### config.mk
export PLATFORM = sky130hd
export DESIGN_NAME = barrel_arb
export DESIGN_NICKNAME = d
export VERILOG_FILES = /design/src/rtl/barrel_arb.sv
export SDC_FILE = /design/constraint.sdc
export NUM_CORES = 1
export LEC_CHECK = 0
export CAP_MARGIN = 20
export CORE_ASPECT_RATIO = 0.8
export CORE_MARGIN = 2
export CORE_UTILIZATION = 50
export DETAILED_ROUTE_END_ITERATION = 12
export GPL_TIMING_DRIVEN = 0
export HOLD_SLACK_MARGIN = 0.08
export PLACE_DENSITY = 0.82
export SYNTH_ARGS = -nofsm -noshare
export SYNTH_HDL_FRONTEND = slang
export SYNTH_SLANG_ARGS = --single-unit
export TNS_END_PERCENT = 1
### constraint.sdc
create_clock -name clk -period 4.5 [get_ports clk]
set_clock_uncertainty 0.2 [all_clocks]
set_input_delay 1.35 -clock clk [delete_from_list [all_inputs] [get_ports clk]]
set_output_delay 1.35 -clock clk [all_outputs]
set_load 0.02 [all_outputs]
### src/rtl/barrel_arb.sv
// barrel_arb: two-requester round-robin arbiter in front of one shared
// 8-bit logical barrel shifter, with a one-entry output holding register.
//
// Ports:
//   clk, rst             clock, synchronous active-high reset
//   rX_valid / rX_ready  requester X handshake (X = 0, 1)
//   rX_in, rX_k, rX_dir  operand, shift amount, direction (1 = left)
//   out_valid/out_ready  result handshake
//   out_data, out_id     shifted result and index of its requester
//   gnt_cnt0, gnt_cnt1   wrapping 8-bit count of accepted operations
module barrel_arb #(
  parameter int WIDTH = 4
) (
  input  logic             clk,
  input  logic             rst,
  input  logic             r0_valid,
  output logic             r0_ready,
  input  logic [7:0]       r0_in,
  input  logic [WIDTH-1:0] r0_k,
  input  logic             r0_dir,
  input  logic             r1_valid,
  output logic             r1_ready,
  input  logic [7:0]       r1_in,
  input  logic [WIDTH-1:0] r1_k,
  input  logic             r1_dir,
  output logic             out_valid,
  input  logic             out_ready,
  output logic [7:0]       out_data,
  output logic             out_id,
  output logic [7:0]       gnt_cnt0,
  output logic [7:0]       gnt_cnt1
);

  typedef enum logic {IDLE, HOLD} state_t;

  state_t r_state;
  state_t w_state_nxt;

  logic       r_last;
  logic [7:0] r_data;
  logic       r_id;
  logic [7:0] r_cnt0;
  logic [7:0] r_cnt1;

  logic             w_can;
  logic             w_gnt0;
  logic             w_gnt1;
  logic             w_acc;
  logic [7:0]       w_op_in;
  logic [WIDTH-1:0] w_op_k;
  logic             w_op_dir;
  logic [7:0]       w_shift;

  // r_last holds the requester granted most recently; on a tie the
  // other one wins.
  assign w_gnt0 = r0_valid & (~r1_valid | r_last);
  assign w_gnt1 = r1_valid & (~r0_valid | ~r_last);

  assign w_can = (r_state == IDLE) | ((r_state == HOLD) & out_ready);
  assign w_acc = w_can & (w_gnt0 | w_gnt1) & ~rst;

  assign r0_ready = w_can & w_gnt0 & ~rst;
  assign r1_ready = w_can & w_gnt1 & ~rst;

  // Single shared shifter; operands chosen by the grant.
  assign w_op_in  = w_gnt1 ? r1_in  : r0_in;
  assign w_op_k   = w_gnt1 ? r1_k   : r0_k;
  assign w_op_dir = w_gnt1 ? r1_dir : r0_dir;

  // A shift by 8 or more moves every bit out, yielding zero.
  assign w_shift = w_op_dir ? (w_op_in << w_op_k)
                            : (w_op_in >> w_op_k);

  always_comb begin
    w_state_nxt = r_state;
    unique case (r_state)
      IDLE: if (w_acc) w_state_nxt = HOLD;
      HOLD: begin
        if (w_acc)          w_state_nxt = HOLD;
        else if (out_ready) w_state_nxt = IDLE;
      end
      default: w_state_nxt = IDLE;
    endcase
  end

  always_ff @(posedge clk) begin
    if (rst) begin
      r_state <= IDLE;
      r_last  <= 1'b1;
      r_data  <= 8'h00;
      r_id    <= 1'b0;
      r_cnt0  <= 8'h00;
      r_cnt1  <= 8'h00;
    end else begin
      r_state <= w_state_nxt;
      if (w_acc) begin
        r_data <= w_shift;
        r_id   <= w_gnt1;
        r_last <= w_gnt1;
        if (w_gnt0) r_cnt0 <= r_cnt0 + 8'd1;
        if (w_gnt1) r_cnt1 <= r_cnt1 + 8'd1;
      end
    end
  end

  assign out_valid = (r_state == HOLD);
  assign out_data  = r_data;
  assign out_id    = r_id;
  assign gnt_cnt0  = r_cnt0;
  assign gnt_cnt1  = r_cnt1;

endmodule

==> results of run 1 <==
==> how the worst min path moves through the flow <==
stage,depth (start not counted),endpoint,slack (ns)
detailed placement,2,out_data[7],0.24
global placement,2,out_data[7],0.24
CTS,2,out_data[3],0.26
global route,2,out_data[7],0.29
finish,2,out_data[3],0.26
floorplan,2,r_last,0.27
==> synth_stat cells, drive strengths merged, types with 4 or more instances <==
| master | instances | area (um2) |
|---|---|---|
| nand3 | 9 | 45.04 |
| mux4 | 7 | 157.7 |
| mux2 | 5 | 56.30 |
| a21oi | 9 | 45.04 |
| and3 | 4 | 25.02 |
| buf | 13 | 68.82 |
| nor3 | 8 | 45.04 |
| nor2 | 29 | 108.9 |
| nand2 | 28 | 105.1 |
| clkbuf | 4 | 15.01 |
| mux2i | 28 | 292.8 |
| dfxtp | 27 | 540.5 |
| or3 | 4 | 25.02 |
| nand4 | 6 | 37.54 |
| a211oi | 4 | 30.03 |
| nor2b | 7 | 43.79 |
| xor2 | 11 | 96.34 |
| o21ai | 15 | 75.07 |
==> sequential cells by signal (all words and copies together), names as in the netlist <==
| register | count |
|---|---|
| gnt_cnt0 | 8 |
| gnt_cnt1 | 8 |
| out_data | 8 |
| out_id | 1 |
| out_valid | 1 |
| r_last | 1 |
==> worst min-delay path, cell delays in order (launching register included) <==
cell and delay [ns]:
dfxtp_1 0.32, nand2_1 0.05, o21ai_1 0.05
==> cells by family after synthesis <==
| group | synth area share [%] |
|---|---|
| buffers and inverters | 4.306 |
| multiplexers | 22.95 |
| AO/OA/AOI/OAI | 18.02 |
| adder cells (fa/ha/maj) | 1.133 |
| flip-flops | 24.48 |
| XOR/XNOR | 5.553 |
| AND/OR/NAND/NOR | 23.57 |
==> metrics by stage <==
step,total power [mW],instance area (um2),std cells,setup slack (ns)
2_1_floorplan,0.3882,2208,266,0.6290
3_3_place_gp,0.4731,2840,379,-0.5761
3_5_place_dp,0.4746,2840,379,-0.5937
4_1_cts,0.6068,2897,384,-0.1643
5_1_grt,0.6414,2908,386,0.003585
6_report,0.6076,2908,386,0.06489
==> repair_timing <==
item	CTS	global route
setup endpoints to repair	2	1
resized for setup	3	2
gates cloned	0	0
pin swaps	1	1
buffers inserted	1	2
==> layer usage <==
layer,part of all wire (%),wire [um]
met3,11,723
met4,0.63,42
met5,0,0
met1,45,2982
met2,44,2908
==> power groups by stage <==
stage	logic [mW]	clock network, mW	registers [mW]
floorplan	0.120	0	0.268
global placement	0.214	0	0.259
detailed placement	0.215	0	0.259
CTS	0.218	0.136	0.254
global route	0.239	0.147	0.255
finish	0.223	0.131	0.254
==> area by class of cell <==
type / count / area share (%)
Clock buffer: 4 / 1.549
Timing Repair Buffer: 59 / 19.84
Multi-Input combinational cell: 219 / 54.30
Inverter: 3 / 0.3873
Sequential cell: 27 / 18.59
Buffer: 17 / 2.883
Tap cell: 57 / 2.453
==> out/metrics.yaml, run 1 <==
sta:
  worst_pin_slew_ns: 0.6349
  setup_viol: 0
  rsz0062_at_grt: "false"
  hold_slack_ns: 0.2557
  hold_viol: 0
  fin_crit_ns: 4.435
  drv_slew: 0
  fin_tns_setup_ns: 0
  timing.final.crit_share_pct: 98.56
  fmax_ghz: 0.2255
  slew-limit-headroom_pct: 57.52
critical_path:
  crit_arrival_ns: 2.89
  crit_required_ns: 2.95
  slowest_delay_ns: 0.51
  r2r_setup_slack_ns: 2.22
  worstPathMaxFanout: 10
  crit_path_start_kind: "input pin"
  endpoint_kind: "output port"
  timing.rr.start: "r_last"
  crit_path_start: "r1_valid"
  path_delay_family: "buffers and inverters"
  rr_worst_depth: 7
  reg2reg_to: "out_data[2]"
  path_depth: 6
  crit_buf_inv: 4
  crit_slowest_cell: "clkdlybuf4s50_1"
  crit_chain: "clkdlybuf4s50_1 > a21bo_1 > buf_6 > buf_2 > nor3_4 > clkbuf_2"
  crit_end: "r1_ready"
  worstSetupPathType: "input pin to output port"
grt:
  grt_max_degree: 15
  grtUsageMet1_pct: 40.63
  busiest_layer: "met2"
  grtUsageMet3_pct: 8.453
  antenna_found_initial: 0
  grt_overflow_total: 0
  grt_pass1_wl_um: 10960
  grt_pass1_vias: 2172
  use_met2_pct: 41.38
  gr-usage-all-layers_pct: 27.70
clock_tree:
  cts_made_buffers: 3
  cts-root-buf: "clkbuf_8"
  insertion_delay_ns: 0.26
  clock-sinks: 27
  tritoncts: "yes"
  htree_levels: 1
  cts.clk_slew.worst_paths_ns: 0.08
  cts_buffer_depth: 2
  postCtsHoldBufs: 0
power_and_ir_drop:
  p_leak_nw: 1.119
  vdd_drop_max_v: 0.0001979
  pwr_density_cell_nw_per_um2: 208.9
  intPower_uw: 411.2
  pwr-share-comb_pct: 36.7
  clkPwrFrac_pct: 21.6
  p_sw_share_pct: 32.32
  p_seq_share_pct: 41.7
  p_sw_uw: 196.3
floorplanning:
  core_area_um2: 4204
  die_h_um: 63.44
  io-pin-count: 59
  die_w_um: 78.30
  initial_core_util_pct: 52.53
  num_rows: 21
  die-area_um2: 4967
min_path:
  min_from: "out_data[3]"
  hold_class: "register to register"
placed_design:
  dp_hpwl_um: 5240
  place.gp.congestion: 0.9901
  port-buffer-count: 56
yosys:
  synth-seq-cells: 27
  yosysUniqueCellTypes: 51
  synthCells: 266
  ys_seq_area_share_pct: 24.48
  synth.cell_area_um2: 2208
  ys_warn_count: 0
  synth_nets: 299
  syn_area_per_cell_um2: 8.302
  ys.flop_type: "dfxtp_1"
  synthArstFlopShare_pct: 0
  synth-edff-count: 0
cells_and_area:
  area_delta_synth_final_pct: 31.67
  fillers: 372
  fin_util_pct: 69.17
  layout_commonest_cell: "clkdlybuf4s50_1"
  nets: 363
  final_cell_mix: "clkdlybuf4s50_1 (54), nor2_1 (29), nand2_1 (28)"
  multiInputGateArea_um2: 1579
  layout-drive-gt1-share_pct: 10.33
  seq_area_um2: 540.5
  n_antenna_cell: 0
detailed_routing:
  drtAntennaViolNets: 0
  wl_um: 6656
  wl_per_cell_um: 17.24
  drtPass1Iterations: 5
  viasPerCell: 5.948
  vias: 2296
  drc_errors: 0
  drt_iter0_markers: 233
outcome:
  status: "finished, final reports clean"
job:
  max-cap-violations: 0
(Power assumes the default switching activity.)
==> run 2: changes to the inputs <==
- CORE_UTILIZATION: 50 -> 40
- PLACE_DENSITY: 0.82 -> 0.68
- SETUP_SLACK_MARGIN: default -> 0.02
==> out/metrics.yaml, run 2 (synthesis gave the netlist of run 1 again) <==
min_path:
  hold_class: "register to register"
  hold_depth: 2
placed_design:
  dp_hpwl_um: 5147
  port-buffer-count: 56
  place.gp.congestion: 0.9300
  placed_area_um2: 2850
grt:
  grt_overflow_total: 0
  antenna_found_initial: 0
  grt_max_degree: 15
  grt_pass1_wl_um: 10700
  grt_pass1_vias: 2100
  gr-usage-all-layers_pct: 21.85
clock_tree:
  cts_buffer_depth: 2
  postCtsHoldBufs: 0
  clock-sinks: 27
  cts-root-buf: "clkbuf_8"
  cts.clk_slew.worst_paths_ns: 0.09
  tritoncts: "yes"
  cts_made_buffers: 3
  insertion_delay_ns: 0.27
  htree_levels: 1
outcome:
  status: "finished, final reports clean"
critical_path:
  rr_worst_depth: 8
  crit_path_start_kind: "input pin"
  worstPathMaxFanout: 10
  endpoint_kind: "output port"
  worstSetupPathType: "input pin to output port"
  crit_required_ns: 2.95
  crit_arrival_ns: 2.84
cells_and_area:
  area_delta_synth_final_pct: 31.78
  layout-drive-gt1-share_pct: 10.06
  layout_commonest_cell: "clkdlybuf4s50_1"
  final_cell_mix: "clkdlybuf4s50_1 (54), nor2_1 (29), nand2_1 (28)"
  stdcell_area_um2: 2910
  n_antenna_cell: 0
  nets: 362
power_and_ir_drop:
  pwr-share-comb_pct: 36.1
  p_sw_uw: 202.6
  pwr_density_cell_nw_per_um2: 210.9
  p_sw_share_pct: 33.01
  power.total_uw: 613.7
  intPower_uw: 411.1
  clkPwrFrac_pct: 22.5
  vdd_drop_max_v: 0.0001033
  p_leak_nw: 1.115
  p_seq_share_pct: 41.4
sta:
  hold_slack_ns: 0.2603
  fin_tns_setup_ns: 0
  timing.final.crit_share_pct: 97.57
  rsz0062_at_grt: "false"
  setup_viol: 0
  slew-limit-headroom_pct: 57.02
  drv_slew: 0
  hold_viol: 0
  fmax_ghz: 0.2278
  fin_crit_ns: 4.391
  worst_pin_slew_ns: 0.6388
detailed_routing:
  vias: 2311
  wl_per_cell_um: 17.07
  drtPass1Iterations: 5
  wl_um: 6707
  drtAntennaViolNets: 0
  drt_iter0_markers: 161
  drc_errors: 0
  viasPerCell: 5.880
floorplanning:
  die_w_um: 87.08
  initial_core_util_pct: 41.08
  io-pin-count: 59
  num_rows: 24
  die_h_um: 70.46
  die-area_um2: 6135
  core_area_um2: 5375
job:
  max-cap-violations: 0
==> run 2: layout make-up <==
class | count | area [um2]
fill | 534 | 2465
multi-input combinational | 219 | 1579
buffer | 17 | 83.83
tap | 65 | 81.33
sequential | 27 | 540.5
inverter | 3 | 11.26
timing repair buffer | 58 | 569.3
clock buffer | 4 | 45.04
==> run 2: final timing paths <==
kind                             startpoint     endpoint  slack (ns)
worst max-delay path               r1_valid     r1_ready        0.11
worst min-delay path            out_data[3]  out_data[3]        0.26
worst max register to register       r_last  out_data[7]        2.21
worst min register to register  out_data[3]  out_data[3]        0.26
==> run 2: power by group through the flow <==
stage	sequential (mW)	combinational (mW)	clock, mW
final	0.254	0.222	0.138
after global routing	0.255	0.236	0.152
after CTS	0.254	0.218	0.142
after detailed placement	0.259	0.215	0
after global placement	0.259	0.214	0
after floorplan	0.268	0.120	0
==> run 2: metal layers <==
metal	share of wire, %	track usage, %	vias to the layer above
met3	9.2	3.191	7
met2	43	31.81	109
li1	-	-	1116
met4	0.63	2.604	0
met1	47	34.59	1079
met5	0	0	-
==> run 2: worst max-delay path, stage by stage <==
cell and delay [ns]:
clkdlybuf4s50_1 0.51, a21bo_1 0.22, buf_6 0.14, buf_2 0.21
nor3_4 0.20, buf_2 0.20
==> run 2: repair_timing <==
| action | in CTS | in global routing |
|---|---|---|
| buffers inserted | 2 | 0 |
| endpoints found under the setup margin | 2 | 0 |
| resized for setup | 6 | 0 |
==> run 2: stage by stage <==
step	cells	setup WS, ns	util (%)
floorplan	266	0.6290	-
global placement	387	-0.5923	53.03
detailed placement	387	-0.5856	53.03
CTS	393	0.1146	54.14
global route	393	0.06079	54.14
finish	393	0.1094	54.14
==> run 3: changes to the inputs <==
- CORE_MARGIN: 2 -> default
==> out/metrics.yaml, run 3 (synthesis gave the netlist of run 1 again) <==
clock_tree:
  cts_made_buffers: 3
  cts_buffer_depth: 2
  postCtsHoldBufs: 0
  htree_levels: 1
  cts-root-buf: "clkbuf_8"
  tritoncts: "yes"
  clock-sinks: 27
  insertion_delay_ns: 0.26
  cts.clk_slew.worst_paths_ns: 0.08
sta:
  hold_viol: 0
  drv_slew: 0
  slew-limit-headroom_pct: 58.51
  fin_tns_setup_ns: 0
  fin_crit_ns: 4.394
  worst_pin_slew_ns: 0.6167
  setup_viol: 0
  fmax_ghz: 0.2276
  rsz0062_at_grt: "false"
  timing.final.crit_share_pct: 97.64
  hold_slack_ns: 0.2543
detailed_routing:
  vias: 2354
  drt_iter0_markers: 202
  drtAntennaViolNets: 0
  wl_per_cell_um: 17.33
  wl_um: 6757
  drc_errors: 0
  drtPass1Iterations: 5
  viasPerCell: 6.036
cells_and_area:
  layout-drive-gt1-share_pct: 10.06
  final_cell_mix: "clkdlybuf4s50_1 (54), nor2_1 (29), nand2_1 (28)"
  n_antenna_cell: 0
  area_delta_synth_final_pct: 31.61
  layout_commonest_cell: "clkdlybuf4s50_1"
  nets: 362
critical_path:
  crit_path_start_kind: "input pin"
  worstSetupPathType: "input pin to output port"
  crit_slowest_cell: "clkdlybuf4s50_1"
  crit_required_ns: 2.95
  endpoint_kind: "output port"
  crit_buf_inv: 3
  crit_end: "r0_ready"
  r2r_setup_slack_ns: 2.18
  path_depth: 5
  crit_path_start: "out_ready"
  crit_arrival_ns: 2.84
  timing.rr.start: "r_last"
  slowest_delay_ns: 0.47
  reg2reg_to: "out_data[0]"
  worstPathMaxFanout: 6
  rr_worst_depth: 7
  path_delay_family: "buffers and inverters"
  crit_chain: "clkdlybuf4s50_1 > nor2b_1 > clkbuf_1 > nor4_4 > dlygate4sd2_1"
job:
  max-cap-violations: 0
power_and_ir_drop:
  pwr-share-comb_pct: 36.6
  p_leak_nw: 1.115
  p_seq_share_pct: 41.9
  pwr_density_cell_nw_per_um2: 208.6
  clkPwrFrac_pct: 21.6
  p_sw_uw: 195.5
  vdd_drop_max_v: 0.0001364
  intPower_uw: 410.8
  p_sw_share_pct: 32.24
placed_design:
  dp_hpwl_um: 5150
  port-buffer-count: 56
  place.gp.congestion: 0.9170
floorplanning:
  core_area_um2: 5151
  num_rows: 23
  die-area_um2: 5824
  die_w_um: 85.08
  io-pin-count: 59
  die_h_um: 68.46
  initial_core_util_pct: 42.87
min_path:
  hold_class: "register to register"
grt:
  grt_overflow_total: 0
  gr-usage-all-layers_pct: 23.75
  grt_pass1_wl_um: 10710
  grt_pass1_vias: 2037
  antenna_found_initial: 0
  grt_max_degree: 15
outcome:
  status: "finished, final reports clean"
[run 3: cell counts in the layout (fill, tap and decap cells not counted)]
No cell type changed its count.
[run 3: worst min-delay path, stage by stage (launching register included)]
cell and delay, ns:
dfxtp_1 0.32, nand2_1 0.05, o21ai_1 0.05
[run 3: final cells by class]
cell class | instances | area (um2)
Tap cell | 62 | 77.57
Sequential cell | 27 | 540.5
Buffer | 17 | 83.83
Inverter | 3 | 11.26
Timing Repair Buffer | 58 | 569.3
Multi-Input combinational cell | 219 | 1579
Clock buffer | 4 | 45.04
Fill cell | 490 | 2245
[run 3: worst min path at each step]
stage	startpoint	endpoint	slack [ns]	cells after the start
4_1_cts	out_data[3]	out_data[3]	0.26	2
3_5_place_dp	out_data[7]	out_data[7]	0.25	2
6_report	out_data[3]	out_data[3]	0.25	2
2_1_floorplan	r_last	r_last	0.27	2
5_1_grt	out_data[3]	out_data[3]	0.29	2
3_3_place_gp	out_data[7]	out_data[7]	0.24	2
[run 3: routing by layer]
metal / wire, um / track usage, % / vias up
li1: - / - / 1114
met1: 3255 / 35.55 / 1133
met2: 2929 / 35.38 / 99
met3: 512 / 5.549 / 8
met4: 59 / 2.542 / 0
met5: 0 / 0 / -
[run 3: what timing repair did]
| action | in CTS | in global routing |
|---|---|---|
| setup endpoints to repair | 2 | 1 |
| gates resized for setup | 5 | 1 |
| pin swaps | 2 | 0 |
| buffers inserted | 2 | 0 |
[run 3: metrics by stage]
step	cell area, um2	worst slack [ns]	instances	total power, mW	util, %
after floorplan	2208	0.6290	266	0.3882	-
after global placement	2846	-0.5777	384	0.4729	55.26
after detailed placement	2846	-0.5942	384	0.4745	55.26
after CTS	2913	0.03456	390	0.6093	56.55
after global routing	2907	0.04566	390	0.6386	56.42
final	2907	0.1064	390	0.6063	56.42
[run 3: power groups by stage]
stage	Combinational (mW)	Sequential (mW)	Clock, mW
floorplan	0.120	0.268	0
global placement	0.214	0.259	0
detailed placement	0.215	0.259	0
CTS	0.218	0.254	0.137
global route	0.237	0.255	0.146
finish	0.222	0.254	0.131
